$ cat src/rtl/riscv_pkg.sv
// Shared RV32I decode definitions.
// Contents: base opcode constants, immediate-format enum and the decoded-instruction
// struct passed from decode_comb to the buffered decode stage.
package riscv_pkg;

  localparam logic [6:0] OpcLui    = 7'b0110111;
  localparam logic [6:0] OpcAuipc  = 7'b0010111;
  localparam logic [6:0] OpcJal    = 7'b1101111;
  localparam logic [6:0] OpcJalr   = 7'b1100111;
  localparam logic [6:0] OpcBranch = 7'b1100011;
  localparam logic [6:0] OpcLoad   = 7'b0000011;
  localparam logic [6:0] OpcStore  = 7'b0100011;
  localparam logic [6:0] OpcOpImm  = 7'b0010011;
  localparam logic [6:0] OpcOp     = 7'b0110011;

  // FmtR doubles as "no immediate" (OP and unknown opcodes).
  typedef enum logic [2:0] {FmtR, FmtI, FmtS, FmtB, FmtU, FmtJ} imm_fmt_e;

  // imm carries the 32-bit immediate; bit 31 is the sign for widening to XLEN.
  typedef struct packed {
    logic [6:0]  opcode;
    logic [4:0]  rs1;
    logic [4:0]  rs2;
    logic [4:0]  rd;
    logic [3:0]  alu_func;
    logic [31:0] imm;
    logic        illegal;
  } dec_inst_t;

endpackage

$ cat src/rtl/decode_comb.sv
// Purely combinational RV32I(E) instruction decoder.
// Ports:
//   inst_i : raw 32-bit instruction
//   dec_o  : decoded fields; all zero except illegal when the instruction is illegal
module decode_comb
  import riscv_pkg::*;
#(
  parameter bit RV32E = 1'b0
) (
  input  logic [31:0] inst_i,
  output dec_inst_t   dec_o
);

  logic [6:0]  opcode;
  logic [2:0]  funct3;
  logic [6:0]  funct7;
  imm_fmt_e    fmt;
  logic        known, has_f3, use_rs1, use_rs2, use_rd;
  logic        is_shift_imm, op_bad, e_bad, illegal;
  logic [31:0] imm;
  logic [3:0]  alu_func;

  assign opcode = inst_i[6:0];
  assign funct3 = inst_i[14:12];
  assign funct7 = inst_i[31:25];

  always_comb begin
    fmt     = FmtR;
    known   = 1'b1;
    has_f3  = 1'b0;
    use_rs1 = 1'b0;
    use_rs2 = 1'b0;
    use_rd  = 1'b0;
    case (opcode)
      OpcLui, OpcAuipc: begin fmt = FmtU; use_rd = 1'b1; end
      OpcJal:    begin fmt = FmtJ; use_rd = 1'b1; end
      OpcJalr,
      OpcLoad,
      OpcOpImm:  begin fmt = FmtI; has_f3 = 1'b1; use_rs1 = 1'b1; use_rd = 1'b1; end
      OpcBranch: begin fmt = FmtB; has_f3 = 1'b1; use_rs1 = 1'b1; use_rs2 = 1'b1; end
      OpcStore:  begin fmt = FmtS; has_f3 = 1'b1; use_rs1 = 1'b1; use_rs2 = 1'b1; end
      OpcOp: begin
        fmt     = FmtR;
        has_f3  = 1'b1;
        use_rs1 = 1'b1;
        use_rs2 = 1'b1;
        use_rd  = 1'b1;
      end
      default: known = 1'b0;
    endcase
  end

  assign is_shift_imm = (opcode == OpcOpImm) && (funct3[1:0] == 2'b01);

  always_comb begin
    imm = '0;
    unique case (fmt)
      FmtI: imm = {{20{inst_i[31]}}, inst_i[31:20]};
      FmtS: imm = {{20{inst_i[31]}}, inst_i[31:25], inst_i[11:7]};
      FmtB: imm = {{20{inst_i[31]}}, inst_i[7], inst_i[30:25], inst_i[11:8], 1'b0};
      FmtU: imm = {inst_i[31:12], 12'b0};
      FmtJ: imm = {{12{inst_i[31]}}, inst_i[19:12], inst_i[20], inst_i[30:21], 1'b0};
      default: imm = '0;
    endcase
    // Shift-immediates carry a shamt, not a signed immediate.
    if (is_shift_imm) imm = {27'b0, inst_i[24:20]};
  end

  always_comb begin
    alu_func = '0;
    if ((opcode == OpcOp) || is_shift_imm) alu_func = {inst_i[30], funct3};
    else if (has_f3)                        alu_func = {1'b0, funct3};
  end

  // OP accepts funct7 0000000 always, 0100000 only for SUB and SRA.
  assign op_bad = (opcode == OpcOp) &&
                  !((funct7 == 7'b0000000) ||
                    ((funct7 == 7'b0100000) && ((funct3 == 3'b000) || (funct3 == 3'b101))));

  assign e_bad = RV32E && ((use_rs1 && inst_i[19]) || (use_rs2 && inst_i[24]) ||
                           (use_rd && inst_i[11]));

  assign illegal = (inst_i[1:0] != 2'b11) || !known || op_bad || e_bad;

  always_comb begin
    dec_o         = '0;
    dec_o.illegal = illegal;
    if (!illegal) begin
      dec_o.opcode   = opcode;
      dec_o.rs1      = use_rs1 ? inst_i[19:15] : 5'd0;
      dec_o.rs2      = use_rs2 ? inst_i[24:20] : 5'd0;
      dec_o.rd       = use_rd  ? inst_i[11:7]  : 5'd0;
      dec_o.alu_func = alu_func;
      dec_o.imm      = imm;
    end
  end

endmodule

$ cat src/rtl/decode_stage.sv
// Buffered decode stage: decodes each accepted instruction and holds it in a
// 2-entry in-order buffer (head, skid) with ready/valid on both sides.
// Ports:
//   clk, rst            : clock, asynchronous active-high reset
//   flush               : drop all buffered entries (and any same-cycle accept)
//   inst_valid/ready    : upstream handshake, inst + pc payload
//   dec_valid/ready     : downstream handshake
//   dec_*               : decoded fields of the head entry
module decode_stage
  import riscv_pkg::*;
#(
  parameter int unsigned XLEN  = 32,
  parameter bit          RV32E = 1'b0
) (
  input  logic            clk,
  input  logic            rst,
  input  logic            flush,
  input  logic            inst_valid,
  output logic            inst_ready,
  input  logic [31:0]     inst,
  input  logic [XLEN-1:0] pc,
  output logic            dec_valid,
  input  logic            dec_ready,
  output logic [6:0]      dec_opcode,
  output logic [4:0]      dec_rs1,
  output logic [4:0]      dec_rs2,
  output logic [4:0]      dec_rd,
  output logic [3:0]      dec_alu_func,
  output logic [XLEN-1:0] dec_imm,
  output logic [XLEN-1:0] dec_pc,
  output logic            dec_illegal
);

  dec_inst_t       new_dec;
  dec_inst_t       head_q, head_d, skid_q, skid_d;
  logic [XLEN-1:0] head_pc_q, head_pc_d, skid_pc_q, skid_pc_d;
  logic [1:0]      count_q, count_d;
  logic            accept, deliver;

  decode_comb #(
    .RV32E(RV32E)
  ) u_decode_comb (
    .inst_i(inst),
    .dec_o (new_dec)
  );

  assign inst_ready = (count_q != 2'd2);
  assign dec_valid  = (count_q != 2'd0);
  assign accept     = inst_valid && inst_ready;
  assign deliver    = dec_valid && dec_ready;

  always_comb begin
    count_d   = count_q;
    head_d    = head_q;
    head_pc_d = head_pc_q;
    skid_d    = skid_q;
    skid_pc_d = skid_pc_q;
    if (flush) begin
      count_d = 2'd0;
    end else begin
      case (count_q)
        2'd0: begin
          if (accept) begin
            head_d    = new_dec;
            head_pc_d = pc;
            count_d   = 2'd1;
          end
        end
        2'd1: begin
          if (accept && deliver) begin
            head_d    = new_dec;
            head_pc_d = pc;
          end else if (accept) begin
            skid_d    = new_dec;
            skid_pc_d = pc;
            count_d   = 2'd2;
          end else if (deliver) begin
            count_d = 2'd0;
          end
        end
        2'd2: begin
          // inst_ready is low here, so only a deliver can occur.
          if (deliver) begin
            head_d    = skid_q;
            head_pc_d = skid_pc_q;
            count_d   = 2'd1;
          end
        end
        default: count_d = 2'd0;
      endcase
    end
  end

  always_ff @(posedge clk or posedge rst) begin
    if (rst) begin
      count_q   <= 2'd0;
      head_q    <= '0;
      head_pc_q <= '0;
      skid_q    <= '0;
      skid_pc_q <= '0;
    end else begin
      count_q   <= count_d;
      head_q    <= head_d;
      head_pc_q <= head_pc_d;
      skid_q    <= skid_d;
      skid_pc_q <= skid_pc_d;
    end
  end

  assign dec_opcode   = head_q.opcode;
  assign dec_rs1      = head_q.rs1;
  assign dec_rs2      = head_q.rs2;
  assign dec_rd       = head_q.rd;
  assign dec_alu_func = head_q.alu_func;
  assign dec_imm      = XLEN'($signed(head_q.imm));
  assign dec_pc       = head_pc_q;
  assign dec_illegal  = head_q.illegal;

endmodule

$ cat config.mk
export PLATFORM = sky130hd
export DESIGN_NAME = decode_stage
export DESIGN_NICKNAME = d
export VERILOG_FILES = /design/src/rtl/riscv_pkg.sv /design/src/rtl/decode_comb.sv /design/src/rtl/decode_stage.sv
export SDC_FILE = /design/constraint.sdc
export NUM_CORES = 1
export LEC_CHECK = 0
export BUFFER_PORTS_ARGS = -buffer_cell sky130_fd_sc_hd__buf_4
export CORE_AREA = 2 2 125 127
export CTS_CLUSTER_SIZE = 10
export DETAILED_ROUTE_END_ITERATION = 8
export DIE_AREA = 0 0 127 129
export GPL_TIMING_DRIVEN = 0
export PLACE_DENSITY = 0.89
export SLEW_MARGIN = 10
export SYNTH_ARGS = -nofsm -noshare
export SYNTH_HDL_FRONTEND = slang
export SYNTH_SLANG_ARGS = --single-unit
$ cat constraint.sdc
create_clock -name clk -period 7.1 [get_ports clk]
set_input_delay 1.42 -clock clk [delete_from_list [all_inputs] [get_ports clk]]
set_output_delay 1.42 -clock clk [all_outputs]
set_load 0.02 [all_outputs]
Yosys cells after proc, flatten, opt, wreduce, memory -nomap -nowiden:

Index checks and enable logic that the tools add are counted.

* register bits: 184
* output and inout bits: 93
* bits of input ports: 69
* logic and storage cells: 102

* equality and inequality tests: 28
* reductions and logical operators: 27
* bitwise gates (word level): 2
* muxes and demuxes: 28

Operators with widths (number)
* two-way mux 59 bit: 3
* one-hot mux 59 bit (3 select lines): 1
* one-hot mux 32 bit (5 select lines): 1
* two-way mux 32 bit: 4
* one-hot mux 32 bit (3 select lines): 1
* two-way mux 58 bit: 1
* == test 7 x 6 -> 1 bit, second input constant: 4
* == test 7 bit, second input constant: 3
* two-way mux 5 bit: 3
* one-hot mux 3 bit (5 select lines): 1
* == test 7 x 5 -> 1 bit, second input constant: 2
* two-way mux 2 bit: 6
* != test 2 bit, second input constant: 5
* == test 3 bit, second input constant: 3
* != test 3 bit, second input constant: 3
* OR reduction 9 bit: 1
* AND reduction 4 bit: 2
* == test 7 x 2 -> 1 bit, second input constant: 1
* logical NOT 7 bit: 1
* OR reduction 7 bit: 1
* == test 3 x 2 -> 1 bit, second input constant: 2
* logical AND 1 bit: 6
* one-hot mux 2 bit (3 select lines): 1
* OR reduction 3 bit: 2
* 17 further kinds: 27

Logic depth before layout (Yosys ltp):

Gate-level depths: netlist of the first run.

* word-level depth: 10
* mapped depth: 8
* depth with buffers taken out: 5

Hierarchy:

A second synthesis of the first run with hierarchy kept.

* cells, all modules: 864
* area, all modules: 9053.7 µm²

Modules (own cells, without submodules)
* decode_stage: area each 8022.7 µm², instances 1, seq. area each 4604.4 µm², cells an instance 694
* decode_comb: area each 1031.0 µm², instances 1, seq. area each 0.0 µm², cells an instance 170

Worst setup path after synthesis of the first run:

Ideal clock, no wire load.

* kind: input-to-reg
* from: input inst[28]
* to: register head_q (netlist bit dec_illegal)
* required time: 6.979 ns
* path buffers: 0
* data arrival time: 2.938 ns
* stages on the path: 5
* setup time: 0.121 ns
* setup slack: 4.041 ns
* cell sequence: or4_4 > nor3_4 > o21ai_4 > or4_4 > a22o_1

* longest elaborated chain between the ends: 8
* elaborated cells between the ends (all ways): 10
* those cells by class: 1 x eq/ne; 3 x mux; 6 x reduce/logical

RTL lines
* start: declaration: line decode_stage.sv:20 `input logic [31:0] inst,`
* == test 7 x 6 -> 1 bit: line decode_comb.sv:78 `((funct7 == 7'b0100000) && ((funct3 == 3'b000) || (funct3 == 3'b101))));`
* logical AND 1 bit: line decode_comb.sv:78
* logical OR 1 bit (*): line decode_comb.sv:77 `!((funct7 == 7'b0000000) ||`
* logical NOT 1 bit (*): line decode_comb.sv:77
* logical AND 1 bit (*): line decode_comb.sv:76 `assign op_bad = (opcode == OpcOp) &&`
* logical OR 1 bit (*): line decode_comb.sv:83 `assign illegal = (inst_i[1:0] != 2'b11) || !known || op_bad || e_bad;`
* two-way mux 59 bit, on equally long branches: line decode_stage.sv:70, decode_stage.sv:63
* one-hot mux 59 bit (3 select lines) (*): line decode_stage.sv:61 `case (count_q)`
* end signal: assignment: line decode_stage.sv:97 `head_q <= '0;`
* end signal: assignment: line decode_stage.sv:103 `head_q <= head_d;`
* end: declaration: line decode_stage.sv:35 `dec_inst_t head_q, head_d, skid_q, skid_d;`

Mark *: on every way between the ends. The rest lies on a longest branch, timed or not. The select of a mux whose other input is x is not followed.
A chain may end at the register's enable or synchronous reset.

Worst setup path after layout of the first run:

* from: register count_q[1]
* to: output inst_ready

* longest elaborated chain between the ends: 1

RTL lines
* start: declaration: line decode_stage.sv:37 `logic [1:0] count_q, count_d;`
* start signal: assignment: line decode_stage.sv:102 `count_q <= count_d;`
* != test 2 bit: line decode_stage.sv:47 `assign inst_ready = (count_q != 2'd2);`
* end: declaration: line decode_stage.sv:19 `output logic inst_ready,`

No other way between the ends.

==> metrics, run 1 <==
initial antenna violation count 0; fill cell count 1177; GR Overflow Total 0; FFs w/ async S/R, synth 100%; Synth Area in Adders 0%; Comb pwr share 17.7%; global-route wire length before repair 38.2 mm; layout cells sized above 1 20.2%; Die ar. 16400 um2; register area share after synthesis 56.8%; Skew-Pair Late Insertion Delay 430 ps; internal power 1.89 mW; leak pwr 4.90 nW; Mapped Cells 859; Sequential Power Share 46.6%; Core Box Area 15000 um2; cell total after placement 1208; post-synthesis simple-gate area fraction 20.3%; P&R area growth vs syn 25.3%; Final Max Tran Viols 0; CTS Buffer Depth 2; width of the die 127 um; WL/cell 19.4 um; total CTS buffers 17; Least-Margin Pin Slew 779 ps; antenna-violating nets left 0; largest net degree at the start of global routing 109; sequential cell area 4600 um2; initial cell density of the core 54.1%; Tcrit/Tclk final 47.6%; number of synthesized register bits 184; post_cts resized 0; nets 1108; Root Driver clkbuf_16; Fmax 296 MHz; Synth Area in XOR/XNOR 0.108%; multiplexer share of the synthesized area 0.262%; library cells used by synthesis 57; most area-consuming cells after synthesis dfrtp_1, nand2_1, nor2_1; Crit path required time 5680 ps; worst min path class flip-flop to flip-flop; routed via count 7555; Post-Route WL 24.1 mm; Slew headroom 47.6%; Synth area leader dfrtp_1; IO Count 162; max incr delay on CP 440 ps; GRT Overall Usage 29.8%; CTS Hold Bufs 0; Data arrival, critical path 1960 ps; Final Skew 9.93 ps; Primary FF master, synth dfrtp_1; clk slew on worst S/H paths 60 ps; vias in the first global route 7269; RSZ-0062 raised after global routing no; minimum clock period 3380 ps; DRC 0; final hold slack 477 ps; post-synth top area share 56.8%; Power Density 262 nW/um2; status finished clean; die height 129 um; WS Path Type flip-flop to output pin; syn nets 928; largest family of logic cells by synthesized area simple AND/OR/NAND/NOR gates; cell area after synthesis 8110 um2; cells along the critical path nor2b_1, inv_1, clkbuf_1, buf_4; compound-cell area share of the yosys netlist 19.0%; Avg Vias per Cell 6.09; Util after Layout 67.8%; most common cell in the netlist nand2_1; critical path peak fanout 10; Setup-failing EPs final 0; clk sinks 184; Slowest cell on crit path dfrtp_1; Placer Congestion 1.01; CP Capture Type output pin; post-CTS setup buffer count 0; Worst VDD drop 181 uV; crit start category flip-flop; std cell rows 45; multi-input logic area 3220 um2; number of H-tree levels 4; Final Non-Filler Cells 1240; Net Switching 0.766 mW; Yosys warnings 0; list of most frequent post-synthesis cells nand2_1, dfrtp_1, nor2_1; ant diodes 0; Sw Share 28.8%; synthesized area per cell 9.44 um2; Pre-antenna DRT Iters 6; setup TNS 0 ps; TritonCTS clock tree done; Port Buffers 160; DP HPWL 16.6 mm; Pwr Total 2.66 mW; clock network power share 35.6%; Fin. Hold Viols 0; DRC violation total after the first TritonRoute iteration 876; Max Cap Viol 0; number of synthesized flops with an enable pin 0
## sequential cells by signal, summed over array words and instances (netlist names)
register      cells
dec_rs1           5
dec_illegal       1
dec_rd            5
dec_imm          32
dec_opcode        7
dec_pc           32
skid_q           59
skid_pc_q        32
dec_alu_func      4
count_q           2
dec_rs2           5
## placed cells by master (no fill, tap or decap), drive strengths merged, types with 3 or more instances in the layout
cell | netlist | routed
and3 | 27 | 27
or2 | 4 | 4
a22oi | 13 | 13
a21oi | 48 | 48
or4 | 4 | 4
nand3 | 7 | 7
a221o | 23 | 23
inv | 11 | 13
nor3 | 3 | 3
clkbuf | 53 | 76
nand2 | 223 | 223
nor2b | 10 | 10
buf | 10 | 171
a32o | 3 | 3
o22ai | 14 | 14
o2111ai | 3 | 3
nor2 | 71 | 71
o21ai | 45 | 45
a22o | 17 | 17
dfrtp | 184 | 184
a31oi | 34 | 34
nor4 | 7 | 7
a21o | 3 | 3
clkinvlp | 0 | 3
and2 | 4 | 4
o31ai | 9 | 9
a211oi | 3 | 3
## metal layers
metal | track usage (%) | part of all wire (%) | wire length (um)
met5 | 0 | 0 | 0
met4 | 13.1 | 3.6 | 877
met3 | 6.53 | 8.8 | 2130
met2 | 45.4 | 46 | 11100
met1 | 41.7 | 41 | 9950
## layout make-up
| class | instances | area share [%] |
|---|---|---|
| Sequential cell | 184 | 45.3 |
| Multi-Input combinational cell | 601 | 31.7 |
| Timing Repair Buffer | 161 | 12.1 |
| Clock buffer | 23 | 4.61 |
| Buffer | 63 | 2.40 |
| Tap cell | 188 | 2.32 |
| Clock inverter | 9 | 1.12 |
| Inverter | 11 | 0.480 |
## logic make-up (layout without fill, tap and decap cells)
logic type | count (synthesis) | after routing
AND/OR/NAND/NOR | 371 | 371
AO/OA/AOI/OAI | 227 | 227
flip-flops | 184 | 184
buffers and inverters | 74 | 267
multiplexers | 2 | 2
XOR/XNOR | 1 | 1
## worst paths after layout
| check | cells after the start | endpoint | slack (ps) | from |
|---|---|---|---|---|
| hold / removal | 2 | skid_q[1] | 480 | skid_q[1] |
| setup / recovery | 4 | inst_ready | 3720 | count_q[1] |
| min in group asynchronous | 2 | skid_pc_q[25] | 1040 | rst |
| max in group asynchronous | 3 | skid_q[10] | 5150 | rst |
| hold reg to reg | 2 | skid_q[1] | 480 | skid_q[1] |
| setup reg to reg | 6 | dec_imm[13] | 4420 | count_q[1] |
## metrics by stage
stage	worst slack, ps	cell area (um2)
after floorplan	680	8110
after global placement	-1260	9540
after detailed placement	3570	9580
after CTS	3720	10200
after global routing	3630	10200
final	3720	10200
## power groups by stage
stage                     registers [mW]  clock network [mW]  logic [mW]
after floorplan                     1.32                   0       0.184
after global placement              1.25                   0       0.452
after detailed placement            1.26                   0       0.465
after CTS                           1.24               0.946       0.470
after global routing                1.25               0.997       0.513
final                               1.24               0.948       0.471
## critical path: cells and delay by family (launching register included)
| kind | cells | cell delay, ps |
|---|---|---|
| buffers and inverters | 3 | 710 |
| DFF | 1 | 440 |
| and+or+nand+nor | 1 | 380 |
Note: power is estimated with default switching activity, not from simulation.
==> run 2: changes to the inputs <==
Clock period 7.1 ns to 3.5 ns, I/O delays scaled along.
==> metrics, run 2 (same netlist as run 1, synthesis figures left out) <==
max incr delay on CP 510 ps (+70 ps); setup TNS 0 ps (unchanged); RSZ-0062 raised after global routing no; DRC 0 (unchanged); Final Skew 9.03 ps (-0.901 ps); GRT Overall Usage 30.1% (+0.32 points); Pwr Total 5.69 mW (+110%); WS Path Type flip-flop to flip-flop; clk sinks 184 (unchanged); layout cells sized above 1 20.7% (+0.51 points); number of H-tree levels 4 (unchanged); Final Non-Filler Cells 1243 (+0.24%); Port Buffers 160 (unchanged); leading cell type in the layout, fill and taps excluded nand2_1; sequential cell area 4600 um2 (unchanged); met2 usage 46.2% (+0.89 points); placed cell area 9630 um2 (+0.51%); DRC violation total after the first TritonRoute iteration 749 (-14%); antenna-violating nets left 0 (unchanged); Fin. Hold Viols 0 (unchanged); met3 Use GR 5.78% (-0.75 points); Post-Route WL 24.5 mm (+1.7%); fill cell count 1151 (-2.2%); initial antenna violation count 0 (unchanged); CTS Hold Bufs 0 (unchanged); WL/cell 19.7 um (+1.5%); total CTS buffers 17 (unchanged); routed via count 7450 (-1.4%); DP HPWL 17.0 mm (+3.0%); IO Count 162 (unchanged); Worst VDD drop 311 uV (+72%); Max Cap Viol 0 (unchanged); post_cts resized 0 (unchanged); Worst R2R Start count_q[1]; minimum clock period 2670 ps; TritonCTS clock tree done; status finished clean; crit start category flip-flop; CTS Buffer Depth 2 (unchanged); Final Max Tran Viols 0 (unchanged); Slowest cell on crit path clkbuf_1; leak pwr 4.97 nW (+1.4%); Placer Congestion 0.971 (-3.7%); critical path peak fanout 10 (unchanged); most used cell, CP clkbuf_1; max reg flops 59 (unchanged); width of the die 127 um (unchanged); CP Capture Type flip-flop; R2R depth 6 (unchanged); Avg Vias per Cell 5.99 (-1.6%); initial cell density of the core 54.1% (unchanged); Pre-antenna DRT Iters 5 (-1); Final Instance Area 10300 um2 (+1.5%); multi-input logic area 3220 um2 (unchanged); worst min path class input pin to async pin; Setup-failing EPs final 0 (unchanged); post-CTS setup buffer count 0 (unchanged); Data arrival, critical path 3010 ps (+1050 ps); cell total after placement 1211 (+0.25%); FF-to-FF setup slack 830 ps (-3590 ps); P&R area growth vs syn 27.2%; met1 usage 41.6% (-0.051 points); Fmax 375 MHz; die height 129 um (unchanged); most frequent cells in the layout nand2_1, dfrtp_1, buf_4, nor2_1, clkbuf_1; Core Box Area 15000 um2 (unchanged); global-route wire length before repair 38.1 mm (-0.14%); Die ar. 16400 um2 (unchanged); cells along the critical path nor2b_1, clkbuf_1, clkbuf_1, clkbuf_1, nand2_1, a31oi_1; Crit path required time 3840 ps (-1840 ps); std cell rows 45 (unchanged); Power Density 552 nW/um2 (+110%); Root Driver clkbuf_16; Slew headroom 45.6% (-2.0 points); Largest Register skid_q; ant diodes 0 (unchanged); Least-Margin Pin Slew 808 ps (+29.4 ps); worst reg2reg endpoint dec_pc[6]; global route hottest layer met2; Buf/Inv on CP 3 (unchanged); Worst path top cell family by delay buffers and inverters; clk slew on worst S/H paths 70 ps (about the same); Tcrit/Tclk final 76.2%; GR Overflow Total 0 (unchanged); Skew-Pair Late Insertion Delay 440 ps (about the same); vias in the first global route 7277 (+0.11%); largest net degree at the start of global routing 41 (-62%); nets 1111 (+0.27%)
==> run 2: cell types whose count changed in the layout (fill, tap and decap cells not counted), sizes merged <==
cell,delta
clkinv,-1
inv,+1
clkbuf,-4
bufinv,+4
buf,+3
==> run 2: cell type report <==
class	count	share of cell area [%]
inverter	11	0.437
timing repair buffer	164	12.4
multi-input combinational	601	31.2
sequential	184	44.7
clock inverter	13	2.32
tap	188	2.28
buffer	63	2.37
clock buffer	19	4.30
==> run 2: worst max-delay path by stage <==
| stage | from | to | slack (ps) | cells after the start |
|---|---|---|---|---|
| floorplan | rst | count_q[0] | 440 | 1 |
| global placement | rst | skid_q[9] | -620 | 2 |
| detailed placement | inst[6] | dec_imm[10] | 660 | 8 |
| CTS | count_q[1] | dec_pc[6] | 860 | 6 |
| global route | count_q[1] | dec_pc[6] | 680 | 6 |
| finish | count_q[1] | dec_pc[6] | 830 | 6 |
==> run 2: where the power goes <==
part	total, mW	switching, mW	internal [mW]
clock	2.21	0.840	1.37
sequential	2.52	0.145	2.37
combinational	0.962	0.583	0.379
==> run 2: per-layer routing <==
| metal | wire length [um] | share of wire [%] |
|---|---|---|
| met1 | 10200 | 42 |
| met2 | 11300 | 46 |
| met3 | 1970 | 8.0 |
| met4 | 1040 | 4.2 |
| met5 | 0 | 0 |
==> run 2: metrics by stage <==
stage | utilization [%] | setup WS [ps] | hold WS [ps]
detailed placement | 64.3 | 664 | 459
global placement | 63.7 | -618 | 454
floorplan | - | 435 | 440
global route | 68.8 | 679 | 458
CTS | 68.8 | 860 | 429
finish | 68.8 | 832 | 407
==> run 3: changes to the inputs <==
Clock period 3.5 ns to 2.6 ns, I/O delays scaled along.
==> metrics, run 3 (same netlist as run 1, synthesis figures left out) <==
status finished clean; width of the die 127 um (unchanged); WL/cell 19.7 um (+0.12%); internal power 5.55 mW (+35%); WS Path Type flip-flop to output pin; Skew-Pair Late Insertion Delay 440 ps (about the same); Sequential Power Share 44.3% (about the same); max incr delay on CP 440 ps (-70 ps); CTS Buffer Depth 2 (unchanged); RSZ-0062 raised after global routing no; Largest Register skid_q; clk sinks 184 (unchanged); Setup-failing EPs final 0 (unchanged); leak pwr 4.98 nW (+0.19%); Final Max Tran Viols 0 (unchanged); initial cell density of the core 54.1% (unchanged); antenna-violating nets left 0 (unchanged); Pre-antenna DRT Iters 6 (+1); TritonCTS clock tree done; Slowest cell on crit path dfrtp_1; Placer Congestion 0.971 (unchanged); layout cells sized above 1 21.1% (+0.40 points); Root Driver clkbuf_16; crit start category flip-flop; Fmax 410 MHz; Core Box Area 15000 um2 (unchanged); most frequent cells in the layout nand2_1, dfrtp_1, buf_4, nor2_1, clkbuf_1; final hold slack 230 ps (-177 ps); Avg Vias per Cell 6.05 (+1.0%); Die ar. 16400 um2 (unchanged); leading cell type in the layout, fill and taps excluded nand2_1; initial antenna violation count 0 (unchanged); Post-Route WL 24.5 mm (about the same); vias in the first global route 7277 (unchanged); Power Density 743 nW/um2 (+35%); worst min path class input pin to async pin; clk slew on worst S/H paths 70 ps (about the same); std cell rows 45 (unchanged); Worst path top cell family by delay buffers and inverters; cells along the critical path nor2b_1, inv_1, clkbuf_1, buf_4; largest net degree at the start of global routing 41 (unchanged); clock network power share 38.8% (about the same); Max Cap Viol 0 (unchanged); Port Buffers 160 (unchanged); DP HPWL 17.0 mm (unchanged); multi-input logic area 3220 um2 (+0.16%); global-route wire length before repair 38.1 mm (unchanged); P&R area growth vs syn 27.2% (about the same); cell total after placement 1211 (unchanged); total CTS buffers 17 (unchanged); Tcrit/Tclk final 93.9%; DRC 0 (unchanged); ant diodes 0 (unchanged); Buf/Inv on CP 3 (unchanged); max reg flops 59 (unchanged); DRC violation total after the first TritonRoute iteration 735 (-1.9%); Worst VDD drop 418 uV (+34%); Data arrival, critical path 1920 ps (-1090 ps); FF-to-FF setup slack 210 ps (-620 ps); Util after Layout 68.9% (about the same); Crit path required time 2080 ps (-1760 ps); IO Count 162 (unchanged); Final Skew 8.49 ps (-0.542 ps); Slew headroom 44.7% (-0.97 points); Least-Margin Pin Slew 823 ps (+14.4 ps); CP Capture Type output pin; GR Overflow Total 0 (unchanged); Worst R2R Start count_q[1]; number of H-tree levels 4 (unchanged); Net Switching 2.11 mW (+35%); GRT Overall Usage 30.1% (unchanged); fill cell count 1150 (-0.087%); die height 129 um (unchanged); sequential cell area 4600 um2 (unchanged); critical path peak fanout 10 (unchanged); nets 1110 (-0.090%); Sw Share 27.5% (about the same); CTS Hold Bufs 0 (unchanged); R2R depth 6 (unchanged); Final Non-Filler Cells 1242 (-0.080%); routed via count 7520 (+0.94%); minimum clock period 2440 ps; Fin. Hold Viols 0 (unchanged); worst reg2reg endpoint dec_pc[10]; Comb pwr share 16.9% (about the same)
run 3: cell types whose count changed in the layout (fill, tap and decap cells not counted):
| cell | delta |
|---|---|
| a22oi_2 | +1 |
| clkbuf_1 | -4 |
| a22oi_1 | -1 |
| clkbuf_2 | +3 |
run 3: metrics by stage:
step | instance area, um2 | worst slack (ps) | power, mW | setup TNS [ps]
2_1_floorplan | 8110 | -285 | 4.11 | -52350
3_3_place_gp | 9550 | -1340 | 4.66 | -243720
3_5_place_dp | 9630 | -55.9 | 4.72 | -198
4_1_cts | 10300 | 134 | 7.66 | 0
5_1_grt | 10300 | 27.3 | 7.96 | 0
6_report | 10300 | 159 | 7.66 | 0
run 3: power by group through the flow:
| stage | Clock (mW) | Sequential (mW) | Combinational, mW |
|---|---|---|---|
| final | 2.97 | 3.39 | 1.30 |
| after global routing | 3.12 | 3.43 | 1.41 |
| after global placement | 0 | 3.42 | 1.24 |
| after detailed placement | 0 | 3.43 | 1.28 |
| after CTS | 2.99 | 3.38 | 1.29 |
| after floorplan | 0 | 3.60 | 0.504 |
run 3: cell type report:
cell class | instances | share of cell area [%]
Clock inverter | 13 | 2.32
Sequential cell | 184 | 44.6
Timing Repair Buffer | 164 | 12.4
Buffer | 62 | 2.37
Clock buffer | 19 | 4.29
Tap cell | 188 | 2.28
Inverter | 11 | 0.437
Multi-Input combinational cell | 601 | 31.2
run 3: timing repair:
action                                  4_1_cts  5_1_grt
pin swaps                                     0        0
gates resized for setup                       1        5
endpoints found under the setup margin        1       17
setup buffers                                 0        0
hold endpoints to repair                      0        0
run 3: routing by layer:
metal	wire [um]	share of wire [%]	GRT usage [%]
met1	10000	41	41.6
met2	11300	46	46.2
met3	2090	8.5	5.78
met4	1070	4.4	14.8
met5	0	0	0
run 3: worst max-delay path by stage:
stage | startpoint | cells past startpoint | end | slack [ps]
6_report | count_q[1] | 4 | inst_ready | 160
5_1_grt | count_q[1] | 6 | dec_pc[9] | 30
4_1_cts | count_q[1] | 6 | dec_pc[6] | 130
3_5_place_dp | inst[6] | 8 | dec_imm[10] | -60
3_3_place_gp | rst | 2 | skid_q[9] | -1340
2_1_floorplan | rst | 1 | count_q[0] | -280
run 3: worst reg2reg max path: cells and delay by family (launching register included):
family / cells / cell delay [ps]
compound gates: 1 / 190
buf+inv: 3 / 1210
flops: 1 / 440
simple gates: 2 / 480
